File: config.mk
export PLATFORM = sky130hd
export DESIGN_NAME = gray_counter
export DESIGN_NICKNAME = d
export VERILOG_FILES = /design/src/rtl/gray_pkg.sv /design/src/rtl/gray_counter.sv
export SDC_FILE = /design/constraint.sdc
export NUM_CORES = 1
export LEC_CHECK = 0
export CAP_MARGIN = 20
export CORE_AREA = 2 2 49 42
export DETAILED_ROUTE_END_ITERATION = 7
export DIE_AREA = 0 0 51 44
export PLACE_DENSITY = 0.79
export SLEW_MARGIN = 0
export SYNTH_ARGS = -nofsm -noshare
export SYNTH_HDL_FRONTEND = slang
export SYNTH_SLANG_ARGS = --single-unit
File: constraint.sdc
create_clock -name clk -period 3 [get_ports clk]
set_clock_uncertainty 0.2 [all_clocks]
set_input_delay 0.6 -clock clk [delete_from_list [all_inputs] [get_ports clk]]
set_output_delay 0.6 -clock clk [all_outputs]
set_load 0.005 [all_outputs]
File: src/rtl/gray_pkg.sv
// gray_pkg: shared Gray-code conversion helpers and width limit for the gray counter family
package gray_pkg;

    localparam int MAX_NUM = 16;

    function automatic logic [MAX_NUM-1:0] bin2gray(input logic [MAX_NUM-1:0] b);
        return b ^ (b >> 1);
    endfunction

    // Prefix XOR from the MSB downward; zero-extended narrow inputs convert unchanged.
    function automatic logic [MAX_NUM-1:0] gray2bin(input logic [MAX_NUM-1:0] g);
        logic [MAX_NUM-1:0] b;
        b[MAX_NUM-1] = g[MAX_NUM-1];
        for (int i = MAX_NUM - 2; i >= 0; i--) b[i] = b[i+1] ^ g[i];
        return b;
    endfunction

endpackage

File: src/rtl/gray_counter.sv
// gray_counter: up/down Gray-code counter with load, wrap/saturate, registered Gray+binary outputs
//   clk, reset (sync, active-high); en/up step the count; load/ld_val (binary or Gray per LD_GRAY)
//   g_out/b_out registered count; tc combinational wrap/saturation marker; sat registered blocked-step flag
module gray_counter
    import gray_pkg::*;
#(
    parameter int NUM     = 6,
    parameter bit WRAP    = 1'b1,
    parameter bit LD_GRAY = 1'b0
) (
    input  logic           clk,
    input  logic           reset,
    input  logic           en,
    input  logic           up,
    input  logic           load,
    input  logic [NUM-1:0] ld_val,
    output logic [NUM-1:0] g_out,
    output logic [NUM-1:0] b_out,
    output logic           tc,
    output logic           sat
);

    if (NUM < 2 || NUM > MAX_NUM) begin : g_bad_num
        $error("gray_counter: NUM must be in 2..16");
    end

    logic [NUM-1:0] cnt_q, cnt_d, g_q, step, ld_bin;
    logic           sat_q, sat_d, at_end;

    // Modulo arithmetic makes the plain step equal the wrapped value at either end.
    always_comb begin
        at_end = up ? &cnt_q : ~|cnt_q;
        step   = up ? cnt_q + 1'b1 : cnt_q - 1'b1;
        ld_bin = LD_GRAY ? NUM'(gray2bin(MAX_NUM'(ld_val))) : ld_val;
        cnt_d  = load ? ld_bin : !en ? cnt_q : (at_end && !WRAP) ? cnt_q : step;
        sat_d  = load ? 1'b0 : en ? (at_end && !WRAP) : sat_q;
    end

    always_ff @(posedge clk) begin
        if (reset) begin
            cnt_q <= '0;
            g_q   <= '0;
            sat_q <= 1'b0;
        end else begin
            cnt_q <= cnt_d;
            g_q   <= NUM'(bin2gray(MAX_NUM'(cnt_d)));
            sat_q <= sat_d;
        end
    end

    assign tc    = en && !load && !reset && at_end;
    assign g_out = g_q;
    assign b_out = cnt_q;
    assign sat   = sat_q;

endmodule

==> results.yml, run 1 <==
layout:
  layout_commonest_cell: "clkdlybuf4s50_1"
  design_area_mm2: 0.00103
  fin_nets: 130
  final_cell_mix: "22 x clkdlybuf4s50_1, 17 x nor2_1, 11 x dfxtp_1, 7 x buf_4"
  areaGrowthSynthToFinish_pct: 44.9
  postLayoutCoreUtil: 0.584
  drive_gt1_frac: 0.150
  antennaDiodeCount: 0
sta:
  finalSetupViolations: 0
  rsz0062_at_grt: "false"
  setup_slack_ns: 0.158
  finalCritPeriodShare: 0.947
  max_freq_mhz: 352
  maxSlewViolCount: 0
  min_period_ns: 2.84
  fin_tns_setup_ns: 0
  fin_hold_ws_ns: 0.604
  finalHoldViolations: 0
worst_hold_path:
  min_from: "b_out[3]"
  holdPathEnd: "b_out[3]"
  hold_depth: 3
  worstHoldPathType: "reg -> reg"
critical_path:
  setup.worst_path.class: "in -> reg"
  critPathCaptureType: "flop"
  cp-start-kind: "input pin"
  r2r_slack_ns: 0.72
  regToRegStartpoint: "b_out[0]"
  cp_data_arrival_time_ns: 2.79
  crit_fanout: 5
  reg2regPathDepth: 7
  r2r_end: "g_out[4]"
  worst_ep_required_time_ns: 2.95
floorplanning:
  dieArea_mm2: 0.00224
  die_y_um: 44
  num_rows: 14
  core_mm2: 0.00177
  io_pins: 25
  start_util: 0.403
  die_x_um: 51
clock_tree:
  root_buffer: "clkbuf_4"
  postCtsSetupBuffers: 0
  cts_max_path_buffers: 2
  cts.sinks: 11
  clock_latency_ns: 0.26
  cts_tree: "done"
  cts_buffers: 3
  cts.reportedPaths.clkPinSlew_ns: 0.06
  htree_levels: 1
global_routing:
  grt_max_degree: 15
  grt-ovfl-total: 0
  grt_pass1_vias: 665
  grt_pass1_wl_mm: 2.93
  grt_antenna_before_repair: 0
  grt_usage: 0.174
synth:
  ys.warnings.count: 0
  syn_nets: 100
  netlist_area_um2: 713
  yosys_register_bits: 11
  synth_seq_area_share: 0.309
  synth.avg_cell_area_um2: 8.49
  synth_cells: 84
  synth_ff_type: "dfxtp_1"
  async_reset_ff_frac: 0
  yosysUniqueCellTypes: 29
  synth_edf_count: 0
routing:
  drc: 0
  drt-wirelength-per-cell_um: 13.2
  drt_iter0_drc: 20
  wl_mm: 1.81
  vias: 684
  viasPerCell: 4.99
  ant_nets: 0
  first_pass_iters: 4
power:
  vdd_drop_max_v: 0.000337
  leakage_nw: 0.431
  p_per_area_mw_per_mm2: 420
status:
  status: "finished, final reports clean"
placement:
  pre_cts_ws_ns: -0.185
  gp_congestion: 0.820
  port_buffers: 23
  placed_area_um2: 997
  hpwl_mm: 1.41
job:
  maxCapViolations: 0
==> power by group <==
group | switching, mW | internal, mW | total (mW)
Combinational | 0.0695 | 0.0907 | 0.160
Clock | 0.0446 | 0.0514 | 0.0960
Sequential | 0.0151 | 0.163 | 0.178
==> worst max path at each step <==
stage	end	slack, ns	from
finish	g_out[4]	0.16	up
global route	g_out[4]	0.08	up
CTS	g_out[4]	0.21	up
detailed placement	tc	-0.18	up
global placement	tc	-0.16	up
floorplan	g_out[4]	0.74	up
==> logic make-up (layout without fill, tap and decap cells) <==
group           Yosys count  in the layout  share of synthesized area
xor+xnor                  8              8                     0.0982
mux                       4              4                     0.0596
buf+inv                   9             38                     0.0614
simple gates             32             32                      0.228
compound gates           14             14                      0.140
flops                    11             11                      0.309
other cells               1              1                    0.00526
fa+ha+maj                 5              5                     0.0982
==> flip-flops by register name, indices dropped and copies added (netlist names) <==
signal / count
g_out: 5
b_out: 6
==> critical path, stage by stage <==
cell,delay (ns)
clkdlybuf4s50_1,0.57
inv_1,0.14
ha_1,0.37
a21oi_1,0.22
nand3_2,0.10
xnor2_1,0.15
a31oi_1,0.29
mux2_1,0.36
==> metrics by stage <==
stage / total power [mW] / cells
global route: 0.458 / 137
global placement: 0.332 / 133
CTS: 0.437 / 137
finish: 0.434 / 137
detailed placement: 0.337 / 133
floorplan: 0.263 / 84
==> Yosys cell counts, types with 2 or more instances <==
cell	instances	share of area
nor2_1	17	0.089
dfxtp_1	11	0.31
a21oi_1	6	0.042
xnor2_1	6	0.074
ha_1	4	0.070
inv_1	4	0.021
a21oi_2	3	0.037
a22o_1	2	0.025
and3_1	2	0.018
buf_2	2	0.014
buf_4	2	0.021
mux2_1	2	0.032
mux2i_1	2	0.028
nand3_1	2	0.014
nand4_1	2	0.018
nor3b_1	2	0.021
nor4b_1	2	0.025
xor2_1	2	0.025
==> layer usage <==
metal  up-vias  global-route usage  share of wire
met5         -                   0              0
met4         0              0.0649         0.0011
met3         2              0.0207          0.028
met2        13               0.306           0.52
met1       323               0.219           0.46
li1        346                   -              -
==> final cells by class <==
class	instances	area, um2
fill	150	736
multi-input combinational	64	460
timing repair buffer	30	282
sequential	11	220
tap	24	30.0
clock buffer	4	26.3
inverter	4	15.0
==> timing repair <==
item | CTS | global route
setup endpoints to repair | 1 | 0
gates resized for setup | 3 | 0
hold buffers | 0 | 0
(Power assumes the default switching activity.)
==> run 2: changes to the inputs <==
CAP_MARGIN = not set   (was 20)
==> results of run 2 <==
Final layout, timing and power as in run 1 (identical DEF).
==> run 3: changes to the inputs <==
REMOVE_ABC_BUFFERS = 1   (was not set)
==> run 3 against run 2 <==
Global-route usage down 1.4 points. Cell count unchanged. Cell area down 1.1%. Via count down 1.9%. Clock power up 0.5%.
==> results.yml, run 3 (same netlist as run 1, synthesis figures left out) <==
status:
  status: "finished, final reports clean"
clock_tree:
  htree_levels: 1
  cts_max_path_buffers: 2
  clock_latency_ns: 0.26
  cts_tree: "done"
  cts.reportedPaths.clkPinSlew_ns: 0.06
  cts_buffers: 3
  cts.sinks: 11
  root_buffer: "clkbuf_4"
sta:
  maxSlewViolCount: 0
  setup_slack_ns: 0.201
  finalCritPeriodShare: 0.933
  finalSetupViolations: 0
  finalHoldViolations: 0
  max_freq_mhz: 357
  fin_tns_setup_ns: 0
  min_period_ns: 2.80
  rsz0062_at_grt: "false"
critical_path:
  setup.worst_path.class: "in -> reg"
  worst_ep_required_time_ns: 2.95
  critPathCaptureType: "flop"
  cp_data_arrival_time_ns: 2.75
  cp-start-kind: "input pin"
  crit_fanout: 5
layout:
  final_cell_mix: "22 x clkdlybuf4s50_1, 17 x nor2_1, 11 x dfxtp_1, 7 x buf_4"
  final_cells: 137
  fill_cells: 164
  areaGrowthSynthToFinish_pct: 43.3
  postLayoutCoreUtil: 0.578
  antennaDiodeCount: 0
  layout_commonest_cell: "clkdlybuf4s50_1"
  largest_reg_flops: 6
  fin_nets: 130
  drive_gt1_frac: 0.133
global_routing:
  grt_max_degree: 15
  grt_pass1_vias: 657
  grt-ovfl-total: 0
  grt_antenna_before_repair: 0
  grt_pass1_wl_mm: 2.71
  grt_usage: 0.160
power:
  vdd_drop_max_v: 0.000280
  p_per_area_mw_per_mm2: 418
  leakage_nw: 0.428
floorplanning:
  start_util: 0.403
  num_rows: 14
  die_y_um: 44
  die_x_um: 51
  dieArea_mm2: 0.00224
  core_mm2: 0.00177
  io_pins: 25
routing:
  drc: 0
  drt-wirelength-per-cell_um: 11.9
  wl_mm: 1.64
  viasPerCell: 4.90
  vias: 671
  drt_iter0_drc: 15
  first_pass_iters: 5
  ant_nets: 0
placement:
  pre_cts_ws_ns: -0.0649
  place_inst: 133
  gp_congestion: 0.842
  port_buffers: 23
  hpwl_mm: 1.32
worst_hold_path:
  worstHoldPathType: "reg -> reg"
job:
  maxCapViolations: 0
[run 3: cell counts in the layout (fill, tap and decap cells not counted)]
No cell type changed its count.
[run 3: layer usage]
metal	GRT usage	wire length [um]	up-vias
li1	-	-	345
met1	0.209	769	309
met2	0.255	812	13
met3	0.0241	38	4
met4	0.0919	14	0
met5	0	0	-
[run 3: final cells by class]
type,count,area (um2),area share
clock buffers,4,26.3,0.0257
inverters,4,15.0,0.0147
multi-input cells,64,449,0.439
flip-flops and latches,11,220,0.215
well taps,24,30.0,0.0294
repair buffers,30,282,0.275
[run 3: metrics by stage]
stage               instance area, um2  hold WS [ns]  power [mW]
finish                            1020         0.569       0.427
global route                      1020         0.619       0.451
CTS                               1020         0.571       0.432
detailed placement                 997         0.557       0.334
global placement                   997         0.542       0.330
floorplan                          684         0.472       0.255
[run 3: critical path, cell delays in order]
cell	delay, ns
clkdlybuf4s50_1	0.54
inv_1	0.12
ha_1	0.32
a21o_1	0.18
nand4_1	0.12
nand3_2	0.09
xnor2_1	0.13
a31oi_1	0.28
mux2_1	0.35
[run 3: power breakdown]
part	internal (mW)	switching (mW)	leakage, nW
combinational	0.0895	0.0662	0.322
clock	0.0514	0.0451	0.0150
sequential	0.163	0.0126	0.0913
[run 3: worst paths after layout]
path              startpoint       end  slack (ns)  cells after the start
setup reg to reg    b_out[0]  g_out[4]        0.78                      7
setup / recovery          up  g_out[4]        0.20                      9
hold reg to reg     b_out[5]  b_out[5]        0.57                      3
hold / removal      b_out[5]  b_out[5]        0.57                      3
[run 3: repair_timing]
action | 4_1_cts | 5_1_grt
endpoints found under the setup margin | 1 | 0
hold buffers | 0 | 0
buffers inserted | 0 | 0
gates resized for setup | 1 | 0
==> RTL edit: new RTL, flow settings as in run 3 <==
Remove the register `g_q`: a continuous assignment takes its place, so the output `g_out` follows one clock earlier.
--- a/src/rtl/gray_counter.sv
+++ b/src/rtl/gray_counter.sv
@@ -39,14 +39,14 @@
     always_ff @(posedge clk) begin
         if (reset) begin
             cnt_q <= '0;
-            g_q   <= '0;
             sat_q <= 1'b0;
         end else begin
             cnt_q <= cnt_d;
-            g_q   <= NUM'(bin2gray(MAX_NUM'(cnt_d)));
             sat_q <= sat_d;
         end
     end
+
+    assign g_q = NUM'(bin2gray(MAX_NUM'(cnt_d)));
 
     assign tc    = en && !load && !reset && at_end;
     assign g_out = g_q;
Check against the original RTL: not equivalent (a bounded check fails within 4 cycles, from zero or initial values and one cycle with reset high).
==> RTL edit against run 3 <==
  * Maximum frequency shrank 4.0%
  * Design area shrank 0.98%
  * Total power shrank 13%
  * Sequential cell count shrank 5
  * Area after synthesis shrank 17%
  * Register-to-register slack gained 0.02 ns
  * Worst setup slack lost 0.12 ns
  * Wire length grew 10%
  * Critical path type is now in -> out
  * Highest routed layer unchanged
==> RTL edit: results <==
group,metric,value,unit
critical_path,critical_path_arrival,2.12,ns
finish,drive_gt1_share,38.1,%
synthesis,synth-xor-area-share,13.3,%
synthesis,synth_area_leaders,"dfxtp_1 (20%), ha_1 (8.4%), xnor2_1 (7.4%)",
finish,largest_register_ffs,6,
critical_path,crit_family,"buffers and inverters",
finish,fill_cells,165,
critical_path,slowest_stage,"ha_2",
synthesis,yosys_warnings,0,
hold_path,hold_depth,3,
synthesis,yosysUniqueCellTypes,32,
critical_path,timing.rr.start,"b_out[1]",
critical_path,cp-startpoint,"up",
synthesis,muxShareOfSynthArea,3.38,%
critical_path,endpoint,"g_out[5]",
pwr,leakagePower,0.448,nW
drt,drt_iter0_markers,14,
synthesis,synth_compound_area_share,19.2,%
global_route,antenna_found_initial,0,
global_route,track_usage,17.5,%
cts,clkTransAtPathRegs,0.05,ns
critical_path,r2r_slack,0.80,ns
critical_path,endpoint_kind,"output port",
hold_path,hp-class,"reg -> reg",
global_route,grt_max_degree,12,
global_route,grt_pass1_vias,656,
synthesis,synth_commonest_cells,"nor2_1 (8), a21oi_1 (7), dfxtp_1 (6)",
placed_design,io_buffers,23,
critical_path,r2r.worst_path.cells,11,
placed_design,dpl.hpwl,1.35,mm
drt,num_vias,640,
critical_path,max_stage_delay,0.30,ns
synthesis,ys_seq_area_share,20.3,%
global_route,grt_pass1_wl,2.79,mm
synthesis,synth_fa_ha_area_share,11.8,%
timing,worst_slack,0.0844,ns
placed_design,gp_congestion,0.775,
placed_design,post-place-cells,132,
drt,viasPerCell,4.67,
finish,antennaDiodeCount,0,
drt,firstDrtPassIters,3,
placed_design,preCtsSetupSlack,-0.784,ns
critical_path,r2r-end,"b_out[2]",
cts,htree_levels,1,
synthesis,synth_area_per_cell,8.24,um^2
cts,clk_latency,0.25,ns
drt,wl,1.80,mm
cts,cts_buffer_depth,2,
critical_path,critPathMaxFanout,5,
placed_design,placed_cell_area,953,um^2
pwr,vdd_drop_max,0.305,mV
outcome,status,"finished clean",
## RTL edit: stage by stage
step / hold WS, ns / TNS (ns) / power, mW
after CTS: 0.583 / 0 / 0.371
after global routing: 0.658 / 0 / 0.396
after detailed placement: 0.584 / -4.20 / 0.293
after global placement: 0.576 / -4.04 / 0.290
after floorplan: 0.472 / 0 / 0.185
final: 0.599 / 0 / 0.374
## RTL edit: report_power, final
part | switching, mW | internal, mW
Combinational | 0.0835 | 0.114
Clock | 0.0346 | 0.0456
Sequential | 0.00946 | 0.0873
Total | 0.127 | 0.246
## RTL edit: what timing repair did
item                       in CTS  in global routing
pin swaps                       8                  3
buffers inserted                3                  0
hold buffers                    0                  0
setup endpoints to repair       7                  2
gates resized for setup        29                  3
## RTL edit: metal layers
| metal | global-route usage, % | vias to the layer above | share of wire, % |
|---|---|---|---|
| met5 | 0 | - | 0 |
| met4 | 4.86 | 0 | 0.83 |
| met3 | 6.55 | 2 | 6.1 |
| met2 | 30.9 | 21 | 49 |
| met1 | 19.9 | 286 | 44 |
| li1 | - | 331 | - |
## RTL edit: how the worst min path moves through the flow
stage | endpoint | from
global route | b_out[4] | b_out[4]
global placement | b_out[4] | b_out[4]
floorplan | b_out[4] | reset
finish | b_out[4] | b_out[4]
detailed placement | b_out[4] | b_out[4]
CTS | b_out[4] | b_out[4]
## RTL edit: layout make-up
class | instances | area, um^2 | area share (%)
multi-input cells | 58 | 472 | 46.6
repair buffers | 41 | 348 | 34.4
inverters | 5 | 18.8 | 1.85
clock buffers | 3 | 22.5 | 2.22
well taps | 24 | 30.0 | 2.97
flip-flops and latches | 6 | 121 | 12.0
